File: src/rtl/multicycle_control_fsm.sv
// Main control FSM for a multicycle RV32-subset core: sequences fetch, decode,
// memory access, ALU execute, writeback, branch and JAL steps, and traps on illegal opcodes.
module multicycle_control_fsm (
    input  logic       clk,
    input  logic       rst,
    input  logic [6:0] opcode,
    input  logic       mem_ready,
    output logic [1:0] alu_op,
    output logic [1:0] alu_src_a,
    output logic [1:0] alu_src_b,
    output logic [1:0] result_src,
    output logic       mem_req,
    output logic       mem_we,
    output logic       ir_write,
    output logic       pc_write,
    output logic       branch,
    output logic       reg_write,
    output logic       trap,
    output logic [3:0] state
);

    typedef enum logic [3:0] {
        S_FETCH  = 4'd0,
        S_DECODE = 4'd1,
        S_MEMADR = 4'd2,
        S_MEMRD  = 4'd3,
        S_MEMWB  = 4'd4,
        S_MEMWR  = 4'd5,
        S_EXEC_R = 4'd6,
        S_EXEC_I = 4'd7,
        S_ALUWB  = 4'd8,
        S_BRANCH = 4'd9,
        S_JAL    = 4'd10,
        S_TRAP   = 4'd15
    } state_t;

    localparam logic [6:0] OP_LOAD   = 7'b0000011;
    localparam logic [6:0] OP_STORE  = 7'b0100011;
    localparam logic [6:0] OP_R      = 7'b0110011;
    localparam logic [6:0] OP_IMM    = 7'b0010011;
    localparam logic [6:0] OP_BRANCH = 7'b1100011;
    localparam logic [6:0] OP_JAL    = 7'b1101111;

    state_t state_q, state_d;

    // NOTE: state registers use non-blocking assignments so every flop samples pre-edge values.
    always_ff @(posedge clk) begin
        if (rst) state_q <= S_FETCH;
        else     state_q <= state_d;
    end

    // NOTE: state_d gets a default before the case, so no path leaves it unassigned (no latch).
    always_comb begin
        state_d = S_FETCH;
        case (state_q)
            S_FETCH:  state_d = mem_ready ? S_DECODE : S_FETCH;
            S_DECODE: begin
                case (opcode)
                    OP_LOAD, OP_STORE: state_d = S_MEMADR;
                    OP_R:              state_d = S_EXEC_R;
                    OP_IMM:            state_d = S_EXEC_I;
                    OP_BRANCH:         state_d = S_BRANCH;
                    OP_JAL:            state_d = S_JAL;
                    default:           state_d = S_TRAP;
                endcase
            end
            // Loads and stores differ only in opcode[5]; the IR keeps it stable here.
            S_MEMADR: state_d = opcode[5] ? S_MEMWR : S_MEMRD;
            S_MEMRD:  state_d = mem_ready ? S_MEMWB : S_MEMRD;
            S_MEMWB:  state_d = S_FETCH;
            S_MEMWR:  state_d = mem_ready ? S_FETCH : S_MEMWR;
            S_EXEC_R: state_d = S_ALUWB;
            S_EXEC_I: state_d = S_ALUWB;
            S_ALUWB:  state_d = S_FETCH;
            S_BRANCH: state_d = S_FETCH;
            S_JAL:    state_d = S_ALUWB;
            S_TRAP:   state_d = S_TRAP;
            default:  state_d = S_FETCH;
        endcase
    end

    // Moore decode; FETCH alone gates its IR/PC writes on mem_ready. Reset forces idle outputs
    // so a stalled memory request is withdrawn in the same cycle rst rises.
    always_comb begin
        alu_op     = 2'b00;
        alu_src_a  = 2'b00;
        alu_src_b  = 2'b00;
        result_src = 2'b00;
        mem_req    = 1'b0;
        mem_we     = 1'b0;
        ir_write   = 1'b0;
        pc_write   = 1'b0;
        branch     = 1'b0;
        reg_write  = 1'b0;
        trap       = 1'b0;
        if (!rst) begin
            case (state_q)
                S_FETCH: begin
                    mem_req    = 1'b1;
                    alu_src_b  = 2'b10;
                    result_src = 2'b10;
                    ir_write   = mem_ready;
                    pc_write   = mem_ready;
                end
                S_DECODE: begin
                    alu_src_a = 2'b01;
                    alu_src_b = 2'b01;
                end
                S_MEMADR: begin
                    alu_src_a = 2'b10;
                    alu_src_b = 2'b01;
                end
                S_MEMRD:  mem_req = 1'b1;
                S_MEMWB: begin
                    result_src = 2'b01;
                    reg_write  = 1'b1;
                end
                S_MEMWR: begin
                    mem_req = 1'b1;
                    mem_we  = 1'b1;
                end
                S_EXEC_R: begin
                    alu_src_a = 2'b10;
                    alu_op    = 2'b10;
                end
                S_EXEC_I: begin
                    alu_src_a = 2'b10;
                    alu_src_b = 2'b01;
                    alu_op    = 2'b11;
                end
                S_ALUWB:  reg_write = 1'b1;
                S_BRANCH: begin
                    alu_src_a = 2'b10;
                    alu_op    = 2'b01;
                    branch    = 1'b1;
                end
                S_JAL: begin
                    alu_src_a = 2'b01;
                    alu_src_b = 2'b10;
                    pc_write  = 1'b1;
                end
                S_TRAP:   trap = 1'b1;
                default:  ;
            endcase
        end
    end

    assign state = state_q;

endmodule

File: config.mk
export PLATFORM = sky130hd
export DESIGN_NAME = multicycle_control_fsm
export DESIGN_NICKNAME = d
export VERILOG_FILES = /design/src/rtl/multicycle_control_fsm.sv
export SDC_FILE = /design/constraint.sdc
export NUM_CORES = 1
export LEC_CHECK = 0
export ABC_AREA = 1
export CORE_AREA = 5 5 42 44
export DETAILED_ROUTE_END_ITERATION = 6
export DIE_AREA = 0 0 47 49
export GPL_ROUTABILITY_DRIVEN = 1
export PLACE_DENSITY = 0.82
export SLEW_MARGIN = 30
export SYNTH_ARGS = -nofsm -noshare
export SYNTH_HDL_FRONTEND = slang
export SYNTH_SLANG_ARGS = --single-unit
File: constraint.sdc
create_clock -name clk -period 2.1 [get_ports clk]
set_input_delay 0.21 -clock clk [delete_from_list [all_inputs] [get_ports clk]]
set_output_delay 0.21 -clock clk [all_outputs]
set_load 0.02 [all_outputs]
# == Word level (Yosys, flattened, before mapping) ==
# Index checks and enable logic that the tools add are counted.
# totals
regBits,4
output_inout_bits,19
input_bits,10
elab_cells,55
# op_classes
mux,28
reduce_logical,9
n_eq_ne,17
# op_table
cell,n
4-bit one-hot mux with 7 select lines,1
4-bit one-hot mux with 5 select lines,1
4-bit by 3-bit == test with 1-bit output (second input constant),4
4-bit == test (second input constant),4
7-bit by 6-bit == test with 1-bit output (second input constant),2
7-bit == test (second input constant),2
1-bit two-way mux,14
2-bit one-hot mux with 2 select lines,3
3-bit two-way mux,3
3-bit OR reduction,3
4-bit by 2-bit == test with 1-bit output (second input constant),2
2-bit two-way mux,4
2-bit OR reduction,4
7-bit by 2-bit == test with 1-bit output (second input constant),1
7-bit by 5-bit == test with 1-bit output (second input constant),1
2-bit one-hot mux with 3 select lines,1
4-bit by 1-bit == test with 1-bit output (second input constant),1
4-bit logical NOT,1
4-bit OR reduction,1
1-bit one-hot mux with 2 select lines,1

# == Depth between registers and ports, before layout ==
# logic_depth
depth_word,4
ltp_mapped,8
ltp_nobuf,8

# == Worst setup path after synthesis ==
# Ideal clock, no wire load.
# synth_path
path_type,flip-flop to output port
from,"reg state_q[3], in the netlist state[3]"
to,out alu_src_a[1]
path_buffers,0
required_ns,1.890
stages_incl_launch_ff,5
setup_slack_ns,0.612
arrival_ns,1.278
path_cell_list,dfxtp_1 > inv_1 > nor2_1 > nand2_1 > a31oi_1
# synth_between
elab_chain_cells,4
word_cells_on_any_way,10
classes_between,eq/ne: 6; mux: 2; reduce/logical: 2
# synth_lines
item,line_no,text
start: declaration,44,"state_t state_q, state_d;"
start signal: assignment,49,else state_q <= state_d;
"4-bit == test, or another cell as far along",97,case (state_q)
4-bit OR reduction (no line) / 2-bit OR reduction (equally long branches),--,
2-bit one-hot mux with 2 select lines *,97,
2-bit two-way mux *,96,if (!rst) begin
end: declaration,9,"output logic [1:0] alu_src_a,"
# Every way passes the cells marked *; elsewhere a longest branch is shown, timed or not.

# == Final worst setup path ==
# layout_path
from,"reg state_q[1], in the netlist state[1]"
to,out mem_req
# layout_between
elab_chain_cells,4
word_cells_on_any_way,6
classes_between,eq/ne: 2; mux: 2; reduce/logical: 2
# layout_lines
item,line_no,text
"4-bit by 3-bit == test with 1-bit output, or another cell as far along",97,
3-bit OR reduction (no line) *,--,
1-bit two-way mux *,97,
1-bit two-way mux *,96,
end: declaration,12,"output logic mem_req,"
# Marks and branches as above.

==> impl_metrics.ini <==
[setup_path]
crit_fanout = 5
reg2reg_depth = 6
rrSetupSlack_ns = 0.93
crit_slowest_cell = clkdlybuf4s50_1
cp_common_cell = inv_1
path_buf_inv = 3
r2r_start = state[1]
critPathArrivalTime_ns = 1.77
crit_path_start_kind = flip-flop
required_ns = 1.89
path_cells = inv_1 > nand2_1 > nor2_2 > inv_1 > a31oi_1 > clkdlybuf4s50_1
crit_type = reg -> out
cpLargestDelayFamily = buffers and inverters
cp-end-kind = primary output
reg2reg_to = state[0]
max_stage_delay_ns = 0.62

[global_route]
grt_first_pass_wirelength_um = 2401
grt_max_degree = 10
grt_pass1_vias = 601
grt-ovfl-total = 0
antenna_found_initial = 0
gr-usage-all-layers_pct = 13.49

[power]
power_frac_seq_pct = 16.2
p_per_area_nw_per_um2 = 1155
p_int_uw = 467.9
p_comb_share_pct = 73.3
ir_drop_mv = 0.6368
p_sw_share_pct = 50.71
pwr-share-clk_pct = 10.6
p_leak_uw = 0.0005108
switching_power_uw = 481.4

[finish]
final_common_cell = nand2_1
syn_to_final_growth_pct = 72.89
mostFrequentLayoutCells = nand2_1 (29), nor2_1 (21), clkdlybuf4s50_1 (21)
n_fill_cell = 150
fin_area_sq_um = 822.0
final_layout_size_suffix_gt1_share_pct = 7.874
largest_reg_flops = 4
antenna_cells = 0
nNetsFinal = 139
layout.cells.non_filler = 143

[timing]
setup_viol = 0
max_slew_margin_pct = 83.55
fin_skew_ns = 0.01018
fin_crit_sh_pct = 94.19
fin_tns_setup_ns = 0
hold_viol = 0
tightest_slew_ns = 0.2464
min_period_ns = 1.978
rsz0062_at_grt = no
layout_setup_ws_ns = 0.1220
whs_ns = 0.6767
drv_slew = 0
fmaxAchievable_mhz = 505.6

[hold_path]
worstHoldEndpoint = state[3]
worstHoldPathCells = 2
hold_path_class = reg -> reg
hold_start = state[1]

[die]
coreArea_sq_um = 1401
die_h_um = 49
rows = 14
floorplan.initialDensity_pct = 33.93
io_pins = 29
die_area_sq_um = 2303
die_width_um = 47

[clock_network]
hold_buffers = 0
post_cts_buffers = 0
ctsHtreeMaxLevel = 1
max-clock-path-buffers = 2
cts.clk_slew.worst_paths_ns = 0.04
cts_buffers = 3
cts_resized = 0
cts-root-buf = clkbuf_4
clk_latency_ns = 0.25
cts_tree = yes
cts.sinks = 4

[placement]
hpwl_um = 1277
gp_congestion = 0.8437
place_inst = 140
numPortBuffers = 28
placed_area_sq_um = 782.0
pre_cts_ws_ns = 0.2222

[synthesis]
yosysTopAreaCellShare_pct = 22.89
synth_area_sq_um = 475.5
syn_inst = 96
yosys.area.top_type = nand2_1
ys_ff_latch = 4
yosysWarnings = 0
ys_seq_area_share_pct = 16.84
syn_area_per_cell_sq_um = 4.953
syn_nets = 106
netlist-cell-type-count = 16
synthTopCellsByArea = nand2_1 (23%), dfxtp_1 (17%), nor2_1 (17%)

[routing]
num_vias = 690
drc = 0
viasPerCell = 4.825
totalWireLength_um = 1478
avgRoutedWirePerCell_um = 10.34
first_pass_iters = 4
antenna_left = 0
dr.first_iter.drc_count = 12

[outcome]
status = complete, no violations

[flow_run]
drv_cap = 0
worst min-delay path: cells and delay by family (launching register included):
| kind | cells | cell delay [ns] |
|---|---|---|
| DFF | 1 | 0.35 |
| and+or+nand+nor | 1 | 0.14 |
| AOI/OAI and AO/OA | 1 | 0.12 |
how the worst max path moves through the flow:
stage / start / end / slack, ns / cells after the start
detailed placement: rst / reg_write / 0.22 / 5
global route: state[1] / mem_req / 0.03 / 6
finish: state[1] / mem_req / 0.12 / 6
floorplan: state[3] / alu_src_a[1] / 0.61 / 4
global placement: rst / reg_write / 0.26 / 5
CTS: state[1] / alu_src_a[1] / 0.007 / 5
synthesized netlist by cell type:
library cell,instances
nand2_1,29
nor2_1,21
inv_1,15
nand3_1,9
a21oi_1,6
dfxtp_1,4
a31oi_1,2
nor2_2,2
a211oi_1,1
a41oi_1,1
buf_2,1
clkbuf_1,1
inv_2,1
nand2_2,1
nor2_4,1
o21ai_0,1
power groups by stage:
| stage | clock, uW | combinational, uW | sequential, uW |
|---|---|---|---|
| global placement | 0 | 698 | 152 |
| floorplan | 0 | 388 | 184 |
| finish | 100 | 696 | 153 |
| global route | 110 | 745 | 162 |
| detailed placement | 0 | 707 | 154 |
| CTS | 105 | 708 | 152 |
routing by layer:
metal / vias up / part of all wire, % / routed length [um] / GRT usage (%)
li1: 361 / - / - / -
met4: 0 / 0.81 / 12 / 1.382
met3: 2 / 8.3 / 123 / 5.166
met5: - / 0 / 0 / 0
met2: 20 / 53 / 788 / 24.43
met1: 307 / 37 / 553 / 14.63
layout make-up:
cell class | instances | area [sq um] | share of cell area, %
tap | 16 | 20.02 | 2.435
inverter | 16 | 60.06 | 7.306
timing repair buffer | 30 | 312.8 | 38.05
clock buffer | 3 | 22.52 | 2.740
sequential | 4 | 80.08 | 9.741
multi-input combinational | 74 | 326.6 | 39.73
cells by family (layout without fill, tap and decap cells):
logic type | Yosys count | in the layout | synth area share (%)
compound gates | 11 | 11 | 13.42
buf+inv | 18 | 49 | 14.47
flops | 4 | 4 | 16.84
simple gates | 63 | 63 | 55.26
metrics by stage:
stage | utilization [%] | power, uW
6_report | 58.66 | 949.3
5_1_grt | 58.66 | 1017
4_1_cts | 57.41 | 964.8
3_5_place_dp | 55.80 | 860.2
3_3_place_gp | 55.80 | 849.9
2_1_floorplan | - | 572.2
Note: power is estimated with default switching activity, not from simulation.
